<file path="src/rtl/cache_refill_ctrl_pkg.sv">
`default_nettype none
// ============================================================================
// Package     : cache_define
// Description : Shared field geometry and controller state encoding for the
//               4-way, 16-line, 16-byte-line cache refill controller.
// Revision    : 1.0 - initial release
// ============================================================================
package cache_define;

  // Address field widths (tag = addr[31:8], index = addr[7:4], offset = addr[3:0])
  localparam int TAG_WIDTH    = 24;
  localparam int INDEX_WIDTH  = 4;
  localparam int OFFSET_WIDTH = 4;
  localparam int WAY_NUM      = 4;

  // Field slice positions inside a byte address
  localparam int TAG_LSB   = INDEX_WIDTH + OFFSET_WIDTH;
  localparam int INDEX_LSB = OFFSET_WIDTH;
  localparam int WORD_LSB  = 2;

  // Controller state encoding
  localparam int STATE_W = 3;
  localparam logic [STATE_W-1:0] S_IDLE      = 3'd0;
  localparam logic [STATE_W-1:0] S_LOOKUP    = 3'd1;
  localparam logic [STATE_W-1:0] S_MISS_REQ  = 3'd2;
  localparam logic [STATE_W-1:0] S_MISS_FILL = 3'd3;
  localparam logic [STATE_W-1:0] S_TAG_UPD   = 3'd4;
  localparam logic [STATE_W-1:0] S_RESP      = 3'd5;

  // Any way reporting a hit counts as a hit; several at once is not an error.
  function automatic logic any_way_hit(input logic [WAY_NUM-1:0] hit_vec);
    return |hit_vec;
  endfunction

endpackage
`default_nettype wire

</file>
<file path="src/rtl/cache_refill_ctrl_beat_cnt.sv">
`default_nettype none
// ============================================================================
// Module      : refill_beat_cnt
// Description : Refill beat counter. Loads a start word, advances once per
//               accepted beat modulo the line size and flags the final beat
//               (the one after which the counter is back at its start value).
// Revision    : 1.0 - initial release
// ============================================================================
module refill_beat_cnt #(
  parameter int WORDS_PER_LINE = 4,
  parameter int CNT_W          = $clog2(WORDS_PER_LINE)
) (
  input  logic             clk,
  input  logic             rst,
  input  logic             load_i,
  input  logic [CNT_W-1:0] start_i,
  input  logic             inc_i,
  output logic [CNT_W-1:0] cnt_o,
  output logic             last_o
);

  logic [CNT_W-1:0] cnt_q;
  logic [CNT_W-1:0] cnt_d;
  logic [CNT_W-1:0] start_q;
  logic [CNT_W-1:0] start_d;
  logic [CNT_W-1:0] w_cnt_nxt;

  // Natural power-of-two wrap gives the modulo-line arithmetic.
  assign w_cnt_nxt = cnt_q + 1'b1;

  // Next-state selection: load wins over increment.
  always_comb begin
    cnt_d   = cnt_q;
    start_d = start_q;
    if (load_i) begin
      cnt_d   = start_i;
      start_d = start_i;
    end else if (inc_i) begin
      cnt_d = w_cnt_nxt;
    end
  end

  // Counter and remembered start value.
  always_ff @(posedge clk or posedge rst) begin
    if (rst) begin
      cnt_q   <= '0;
      start_q <= '0;
    end else begin
      cnt_q   <= cnt_d;
      start_q <= start_d;
    end
  end

  assign cnt_o  = cnt_q;
  assign last_o = inc_i && (w_cnt_nxt == start_q);

endmodule
`default_nettype wire

</file>
<file path="src/rtl/cache_refill_ctrl.sv">
`default_nettype none
// ============================================================================
// Module      : cache_refill_ctrl
// Description : Per-request sequencer: tag lookup, 4-beat line refill on a
//               miss, tag commit, then word return to the CPU.
//               Optional build macro CRITICAL_WORD_FIRST_EN: memory returns
//               the requested word first and the response is issued while
//               the rest of the line is still filling.
// Revision    : 1.0 - initial release
// ============================================================================
module cache_refill_ctrl
  import cache_define::*;
#(
  parameter int ADDR_WIDTH     = 32,
  parameter int DATA_WIDTH     = 32,
  parameter int WORDS_PER_LINE = 4,
  localparam int CNT_W         = $clog2(WORDS_PER_LINE)
) (
  input  logic                  clk,
  input  logic                  rst,
  input  logic                  req_valid,
  output logic                  req_ready,
  input  logic [ADDR_WIDTH-1:0] req_addr,
  output logic                  resp_valid,
  input  logic                  resp_ready,
  output logic [DATA_WIDTH-1:0] resp_data,
  output logic                  resp_hit,
  output logic                  cache_en,
  output logic [TAG_WIDTH-1:0]  tag,
  output logic [INDEX_WIDTH-1:0] index,
  input  logic [WAY_NUM-1:0]    hit_en,
  input  logic [DATA_WIDTH-1:0] hit_data,
  output logic                  mem_req,
  input  logic                  mem_gnt,
  output logic [ADDR_WIDTH-1:0] mem_addr,
  input  logic                  mem_rvalid,
  input  logic [DATA_WIDTH-1:0] mem_rdata,
  output logic                  refill_we,
  output logic [CNT_W-1:0]      refill_word,
  output logic [DATA_WIDTH-1:0] refill_data,
  output logic                  read_main_memory_en,
  output logic [ADDR_WIDTH-1:0] addr_to_main_memory
);

  localparam int LINE_LSB = WORD_LSB + CNT_W;

  logic [STATE_W-1:0]    state_q;
  logic [STATE_W-1:0]    state_d;
  logic [ADDR_WIDTH-1:0] addr_q;
  logic [ADDR_WIDTH-1:0] addr_d;
  logic [DATA_WIDTH-1:0] resp_data_q;
  logic [DATA_WIDTH-1:0] resp_data_d;
  logic                  resp_hit_q;
  logic                  resp_hit_d;
  logic                  resp_valid_q;
  logic                  resp_valid_d;
`ifdef CRITICAL_WORD_FIRST_EN
  logic                  resp_done_q;
  logic                  resp_done_d;
`endif

  logic                  w_hit;
  logic                  w_cnt_load;
  logic                  w_cnt_inc;
  logic                  w_cnt_last;
  logic [CNT_W-1:0]      w_cnt;
  logic [CNT_W-1:0]      w_cnt_start;
  logic [CNT_W-1:0]      w_req_word;
  logic                  w_beat_is_req;
  logic [ADDR_WIDTH-1:0] w_line_addr;
  logic [ADDR_WIDTH-1:0] w_fetch_addr;
  logic                  w_miss_active;
  logic                  w_unused_bits;

  assign w_hit         = any_way_hit(hit_en);
  assign w_req_word    = addr_q[WORD_LSB +: CNT_W];
  assign w_line_addr   = {addr_q[ADDR_WIDTH-1:LINE_LSB], {LINE_LSB{1'b0}}};
  assign w_cnt_load    = (state_q == S_LOOKUP) && !w_hit;
  assign w_cnt_inc     = (state_q == S_MISS_FILL) && mem_rvalid;
  assign w_beat_is_req = (w_cnt == w_req_word);
  assign w_unused_bits = &{1'b0, addr_q[WORD_LSB-1:0]};

`ifdef CRITICAL_WORD_FIRST_EN
  // Fetch starts at the requested word so it arrives on the first beat.
  assign w_cnt_start  = w_req_word;
  assign w_fetch_addr = {addr_q[ADDR_WIDTH-1:WORD_LSB], {WORD_LSB{1'b0}}};
`else
  assign w_cnt_start  = '0;
  assign w_fetch_addr = w_line_addr;
`endif

  refill_beat_cnt #(
    .WORDS_PER_LINE (WORDS_PER_LINE),
    .CNT_W          (CNT_W)
  ) u_beat_cnt (
    .clk     (clk),
    .rst     (rst),
    .load_i  (w_cnt_load),
    .start_i (w_cnt_start),
    .inc_i   (w_cnt_inc),
    .cnt_o   (w_cnt),
    .last_o  (w_cnt_last)
  );

  // Sequencer next-state and response bookkeeping.
  always_comb begin
    state_d      = state_q;
    addr_d       = addr_q;
    resp_data_d  = resp_data_q;
    resp_hit_d   = resp_hit_q;
    resp_valid_d = resp_valid_q;
`ifdef CRITICAL_WORD_FIRST_EN
    resp_done_d  = resp_done_q;
`endif
    case (state_q)
      S_IDLE: begin
`ifdef CRITICAL_WORD_FIRST_EN
        resp_done_d = 1'b0;
`endif
        if (req_valid) begin
          addr_d  = req_addr;
          state_d = S_LOOKUP;
        end
      end
      S_LOOKUP: begin
        if (w_hit) begin
          resp_data_d  = hit_data;
          resp_hit_d   = 1'b1;
          resp_valid_d = 1'b1;
          state_d      = S_RESP;
        end else begin
          resp_hit_d = 1'b0;
          state_d    = S_MISS_REQ;
        end
      end
      S_MISS_REQ: begin
        if (mem_gnt) begin
          state_d = S_MISS_FILL;
        end
      end
      S_MISS_FILL: begin
        if (mem_rvalid) begin
          if (w_beat_is_req) begin
            resp_data_d = mem_rdata;
`ifdef CRITICAL_WORD_FIRST_EN
            resp_valid_d = 1'b1;
`endif
          end
          if (w_cnt_last) begin
            state_d = S_TAG_UPD;
          end
        end
      end
      S_TAG_UPD: begin
        resp_hit_d = 1'b0;
`ifndef CRITICAL_WORD_FIRST_EN
        resp_valid_d = 1'b1;
`endif
        state_d = S_RESP;
      end
      S_RESP: begin
`ifdef CRITICAL_WORD_FIRST_EN
        // Early response may already have been taken during the fill.
        if (resp_done_q || (resp_valid_q && resp_ready)) begin
          state_d = S_IDLE;
        end
`else
        if (resp_ready) begin
          resp_valid_d = 1'b0;
          state_d      = S_IDLE;
        end
`endif
      end
      default: begin
        state_d = S_IDLE;
      end
    endcase
`ifdef CRITICAL_WORD_FIRST_EN
    // The CPU handshake can land in any state once the response is up.
    if (resp_valid_q && resp_ready) begin
      resp_valid_d = 1'b0;
      resp_done_d  = 1'b1;
    end
`endif
  end

  // Sequencer state registers.
  always_ff @(posedge clk or posedge rst) begin
    if (rst) begin
      state_q      <= S_IDLE;
      addr_q       <= '0;
      resp_data_q  <= '0;
      resp_hit_q   <= 1'b0;
      resp_valid_q <= 1'b0;
`ifdef CRITICAL_WORD_FIRST_EN
      resp_done_q  <= 1'b0;
`endif
    end else begin
      state_q      <= state_d;
      addr_q       <= addr_d;
      resp_data_q  <= resp_data_d;
      resp_hit_q   <= resp_hit_d;
      resp_valid_q <= resp_valid_d;
`ifdef CRITICAL_WORD_FIRST_EN
      resp_done_q  <= resp_done_d;
`endif
    end
  end

  // Line address stays on the commit bus for the whole miss, so the tag
  // store has it registered before the commit strobe.
  assign w_miss_active = (state_q == S_MISS_REQ)  || (state_q == S_MISS_FILL) ||
                         (state_q == S_TAG_UPD)   ||
                         ((state_q == S_RESP) && !resp_hit_q);

  assign req_ready           = (state_q == S_IDLE);
  assign cache_en            = (state_q == S_LOOKUP);
  assign tag                 = addr_q[TAG_LSB +: TAG_WIDTH];
  assign index               = addr_q[INDEX_LSB +: INDEX_WIDTH];
  assign mem_req             = (state_q == S_MISS_REQ);
  assign mem_addr            = mem_req ? w_fetch_addr : '0;
  assign refill_we           = w_cnt_inc;
  assign refill_word         = w_cnt_inc ? w_cnt : '0;
  assign refill_data         = w_cnt_inc ? mem_rdata : '0;
  assign read_main_memory_en = (state_q == S_TAG_UPD);
  assign addr_to_main_memory = w_miss_active ? w_line_addr : '0;
  assign resp_valid          = resp_valid_q;
  assign resp_data           = resp_data_q;
  assign resp_hit            = resp_hit_q;

endmodule
`default_nettype wire

</file>
<file path="config.mk">
export PLATFORM = sky130hd
export DESIGN_NAME = cache_refill_ctrl
export DESIGN_NICKNAME = d
export VERILOG_FILES = /design/src/rtl/cache_refill_ctrl_pkg.sv /design/src/rtl/cache_refill_ctrl_beat_cnt.sv /design/src/rtl/cache_refill_ctrl.sv
export SDC_FILE = /design/constraint.sdc
export NUM_CORES = 1
export LEC_CHECK = 0
export ABC_AREA = 1
export CORE_ASPECT_RATIO = 1.75
export CORE_UTILIZATION = 37
export DETAILED_ROUTE_END_ITERATION = 6
export PLACE_DENSITY = 0.82
export SLEW_MARGIN = 20
export SYNTH_ARGS = -nofsm -noshare
export SYNTH_HDL_FRONTEND = slang
export SYNTH_SLANG_ARGS = --single-unit
</file>
<file path="constraint.sdc">
create_clock -name clk -period 2.5 [get_ports clk]
set_input_delay 0.5 -clock clk [delete_from_list [all_inputs] [get_ports clk]]
set_output_delay 0.5 -clock clk [all_outputs]
set_load 0.02 [all_outputs]
</file>
==> reports/qor.yml, run 1 <==
synthesis:
  synth-edff-count: 0
  yosys.area.top_type: "dfrtp_1"
  synth_area_per_cell_sq_um: 6.99
  async_reset_ff_share_pct: 100
  synth-main-ff-cell: "dfrtp_1"
  synth_area_leaders: "dfrtp_1, nor2_1, nand2_1"
  syn_area_sq_um: 4120
  synth_top_area_share_pct: 41.9
  synthCells: 590
  yosysSeqAreaShare_pct: 41.9
  yosys_warnings: 0
  synth.distinct_cells: 24
  synth-seq-cells: 69
global_route:
  grt.overflow.total: 0
  grtUsageTotal_pct: 23.0
  grt_pass1_vias: 4404
  antenna_found_initial: 0
  grt_max_degree: 70
  grt_pass1_wl_microns: 20400
clock_network:
  cts_tree: "done"
  cts_sinks: 69
  root_buffer: "clkbuf_16"
  htree_levels: 3
  cts_made_buffers: 9
  clk_pin_slew_ps: 50
  clock_latency_ps: 330
  clk_path_buf_depth: 2
worst_hold_path:
  holdCritStartpoint: "resp_data[0]"
  min_path_type: "flop to flop"
layout:
  regArea_sq_um: 1730
  diodes: 0
  nFillCells: 955
  final_util_pct: 62.7
  drive_gt1_share_pct: 8.80
  multiInputGateArea_sq_um: 1710
  mostFrequentLayoutCells: "clkdlybuf4s50_1, nor2_1, nand2_1"
  mostFrequentLayoutCell: "clkdlybuf4s50_1"
  area_delta_synth_final_pct: 63.6
  fin_nets: 920
sta:
  worst_slack_ps: 88.2
  setup-violations-final: 0
  fin_skew_ps: 6.39
  finalCritPeriodShare_pct: 96.5
  hold_viol_final: 0
  min_period_ps: 2410
  timing.fmax_mhz: 415
  holdWs_ps: 469
  tightest_slew_ps: 593
  drv_slew: 0
  max_slew_margin_pct: 60.4
  tns_ps: 0
placement:
  dp_hpwl_microns: 9960
  io_buffers: 260
  place_congestion: 0.862
  dp_slack_ps: -32.7
setup_path:
  worstReg2RegStart: "state_q[0]"
  critPathCaptureType: "output port"
  worst-setup-path-type: "flop to output port"
  startpoint: "state_q[1]"
  cp_data_arrival_time_ps: 1910
  start_kind: "flop"
  critPathRequiredTime_ps: 2000
  path_max_fanout: 14
power_and_ir_drop:
  leakagePower_nw: 3.77
  p_total_mw: 8.03
  ir_drop_mv: 0.575
  powerDensity_nw_per_um2: 1190
route:
  vias: 4455
  routed_wl_microns: 13000
  dr.pass1.iters: 6
  drc_errors: 0
  vias_per_cell: 4.70
  drtIter0Drc: 158
  wire_per_inst_microns: 13.7
  ant_nets: 0
floorplanning:
  num_rows: 50
  coreArea_sq_um: 10800
  start_util_pct: 38.3
  die_w_microns: 81.8
  die_area_sq_um: 11600
  die_y_microns: 142
  io_pins: 271
outcome:
  status: "finished, final reports clean"
job:
  cap_viol_max_count: 0
[worst max-delay path, stage by stage, from the launching register on]
cell and delay [ps]:
dfrtp_2 470, inv_2 100, nand3_1 130, o21ai_4 250
nor2_4 60, buf_12 150, nor2_1 90, dlygate4sd2_1 330
[timing repair]
action / CTS / global route
hold buffers: 0 / 0
buffers inserted: 0 / 2
cloned: 1 / 0
resized for setup: 95 / 43
pin swaps: 1 / 2
endpoints found under the setup margin: 91 / 62
[registers in the layout, summed over array words and instances, names as in the netlist]
name,cells
resp_data,32
addr_q,30
state_q,3
u_beat_cnt.cnt_o,2
resp_hit,1
resp_valid,1
[cell families after synthesis]
logic type	Yosys count	share of synthesized area (%)
other	1	0.0909
buffers and inverters	142	18.1
flip-flops	69	41.9
AND/OR/NAND/NOR	306	30.1
XOR/XNOR	1	0.212
adder cells (fa/ha/maj)	1	0.303
AO/OA/AOI/OAI	70	9.31
[report_power, final]
group	internal [mW]	switching, mW	leakage (nW)
registers	1.67	0.333	0.803
clock network	0.715	0.451	0.145
logic	1.97	2.90	2.83
total	4.35	3.68	3.77
[path summary, 6_finish.rpt]
check / endpoint / slack (ps) / depth (start not counted)
max in group asynchronous: state_q[0] / 1580 / 3
max reg2reg: resp_data[5] / 630 / 9
max: addr_to_main_memory[30] / 90 / 7
min: resp_data[0] / 470 / 2
min in group asynchronous: resp_data[7] / 580 / 3
min reg2reg: resp_data[0] / 470 / 2
[Yosys cell counts (3+ instances only)]
| cell | number |
|---|---|
| nor2_1 | 132 |
| inv_2 | 3 |
| a21oi_1 | 24 |
| buf_6 | 6 |
| nand2_2 | 4 |
| buf_2 | 14 |
| clkbuf_1 | 8 |
| o21ai_1 | 3 |
| a21oi_2 | 9 |
| buf_4 | 40 |
| nor2_2 | 3 |
| dfrtp_1 | 69 |
| nand2_1 | 123 |
| o21ai_0 | 34 |
| nand3_1 | 39 |
| inv_1 | 71 |
[final cells by class]
class | count | area share, %
clock buffers | 11 | 3.75
clock inverters | 5 | 0.371
inverters | 74 | 4.12
multi-input cells | 387 | 25.3
flip-flops and latches | 69 | 25.6
well taps | 130 | 2.41
repair buffers | 272 | 38.4
[through the flow]
| stage | instances | cell area [sq um] |
|---|---|---|
| after floorplan | 597 | 4150 |
| after global routing | 948 | 6750 |
| after global placement | 929 | 6560 |
| after CTS | 946 | 6750 |
| final | 948 | 6750 |
| after detailed placement | 929 | 6560 |
[routing by layer]
metal	track usage (%)	part of all wire [%]	vias up
met2	41.2	54	199
met4	13.2	4.8	0
met3	4.82	6.4	45
met1	23.8	34	2018
li1	-	-	2193
met5	0	0	-
No activity file was read; power rests on OpenSTA's default activity.
==> run 2: changes to the inputs <==
--- a/config.mk
+++ b/config.mk
@@ -10,6 +10,7 @@
 export CORE_UTILIZATION = 37
 export DETAILED_ROUTE_END_ITERATION = 6
 export PLACE_DENSITY = 0.82
+export SKIP_CTS_REPAIR_TIMING = 1
 export SLEW_MARGIN = 20
 export SYNTH_ARGS = -nofsm -noshare
 export SYNTH_HDL_FRONTEND = slang
==> run 2 against run 1 <==
Net effect: global-route usage fell by 0.54 points; utilization rose by 3.2 points; critical path depth fell by 1; combinational power rose by 2%; worst hold slack barely moved; cell area rose by 5.1%; sequential power barely moved; sequential share of layout area fell by 1.3 points; critical path type unchanged.
==> reports/qor.yml, run 2 (same netlist as run 1, synthesis figures left out) <==
layout:
  largest_reg_flops: 32
  mostFrequentLayoutCells: "clkdlybuf4s50_1, nor2_1, nand2_1"
  diodes: 0
  mostFrequentLayoutCell: "clkdlybuf4s50_1"
  area_delta_synth_final_pct: 72.0
  drive_gt1_share_pct: 6.50
  final_area_sq_um: 7090
  fin_cells: 946
  fin_nets: 918
power_and_ir_drop:
  pwr-share-clk_pct: 14.3
  power.switching_mw: 3.68
  ir_drop_mv: 0.627
  leakagePower_nw: 5.01
  seq_power_share_pct: 24.5
  swShare_pct: 45.2
  internal_power_mw: 4.46
  powerDensity_nw_per_um2: 1150
  p_total_mw: 8.13
  combPwrFrac_pct: 61.1
placement:
  dp_hpwl_microns: 9960
  place_congestion: 0.862
  dp_cells: 929
  placed_cell_area_sq_um: 6560
  dp_slack_ps: -32.7
  io_buffers: 260
route:
  wire_per_inst_microns: 14.3
  drtIter0Drc: 168
  drc_errors: 0
  ant_nets: 0
  dr.pass1.iters: 4
  vias_per_cell: 4.77
  routed_wl_microns: 13600
  vias: 4513
setup_path:
  critPathCaptureType: "output port"
  critPathRequiredTime_ps: 2000
  worst-setup-path-type: "flop to output port"
  start_kind: "flop"
  r2r_setup_slack_ps: 640
  worstReg2RegStart: "state_q[0]"
  cp_data_arrival_time_ps: 1910
  r2r_end: "resp_data[5]"
  path_max_fanout: 14
  reg2reg_depth: 9
global_route:
  antenna_found_initial: 0
  grt_pass1_vias: 4347
  grt_max_degree: 70
  grt.overflow.total: 0
  grtUsageTotal_pct: 22.5
  grt_pass1_wl_microns: 20000
sta:
  finalCritPeriodShare_pct: 96.2
  timing.fmax_mhz: 416
  max_slew_margin_pct: 59.9
  drv_slew: 0
  setup-violations-final: 0
  fin_skew_ps: 6.42
  hold_viol_final: 0
  min_period_ps: 2410
  rsz0062_at_grt: "no"
  tightest_slew_ps: 599
  worst_slack_ps: 93.9
clock_network:
  root_buffer: "clkbuf_16"
  clk_path_buf_depth: 2
  htree_levels: 3
  cts_tree: "done"
  cts_made_buffers: 9
  cts_sinks: 69
  clock_latency_ps: 330
  clk_pin_slew_ps: 50
floorplanning:
  start_util_pct: 38.3
  die_area_sq_um: 11600
  coreArea_sq_um: 10800
  num_rows: 50
  die_w_microns: 81.8
  io_pins: 271
  die_y_microns: 142
job:
  cap_viol_max_count: 0
worst_hold_path:
  min_path_type: "flop to flop"
  holdCritStartpoint: "resp_data[15]"
  whs_endpoint: "resp_data[15]"
  hold_depth: 2
outcome:
  status: "finished, final reports clean"
-- run 2: area by class of cell --
cell class	count	area [sq um]
Fill cell	878	3670
Sequential cell	69	1730
Clock inverter	5	25.0
Tap cell	130	163
Timing Repair Buffer	270	2950
Multi-Input combinational cell	387	1700
Clock buffer	11	253
Inverter	74	278
-- run 2: per-layer routing --
layer / global-route usage [%] / vias up / part of all wire (%)
met2: 39.7 / 217 / 55
met1: 23.3 / 2062 / 34
met4: 13.5 / 0 / 5.0
li1: - / 2185 / -
met3: 4.89 / 49 / 6.2
met5: 0 / - / 0
-- run 2: worst max path at each step --
stage / cells past startpoint / end / slack [ps] / startpoint
floorplan: 1 / addr_q[10] / 260 / rst
global placement: 5 / refill_data[6] / 20 / mem_rvalid
CTS: 6 / addr_to_main_memory[13] / -400 / state_q[1]
detailed placement: 6 / addr_to_main_memory[13] / -30 / state_q[1]
global route: 6 / addr_to_main_memory[16] / 3 / state_q[1]
finish: 6 / addr_to_main_memory[16] / 90 / state_q[1]
-- run 2: critical path, cell delays in order, from the launching register on --
cell and delay, ps:
dfrtp_1 510, inv_2 90, nand3_1 150, o21ai_4 100, nor2_4 380, nor2_1 110
dlymetal6s2s_1 230
-- run 2: metrics by stage --
stage | hold WS, ps | util, % | TNS (ps)
floorplan | 463 | - | 0
finish | 469 | 65.9 | 0
detailed placement | 458 | 61.0 | -135
global placement | 453 | 61.0 | 0
CTS | 472 | 63.5 | -18490
global route | 490 | 65.9 | 0
-- run 2: power groups by stage --
stage / Sequential, mW / Clock (mW) / Combinational (mW)
finish: 2.00 / 1.17 / 4.97
global placement: 1.97 / 0 / 4.88
global route: 2.05 / 1.24 / 5.38
detailed placement: 2.00 / 0 / 5.00
CTS: 1.99 / 1.20 / 5.01
floorplan: 2.27 / 0 / 2.77
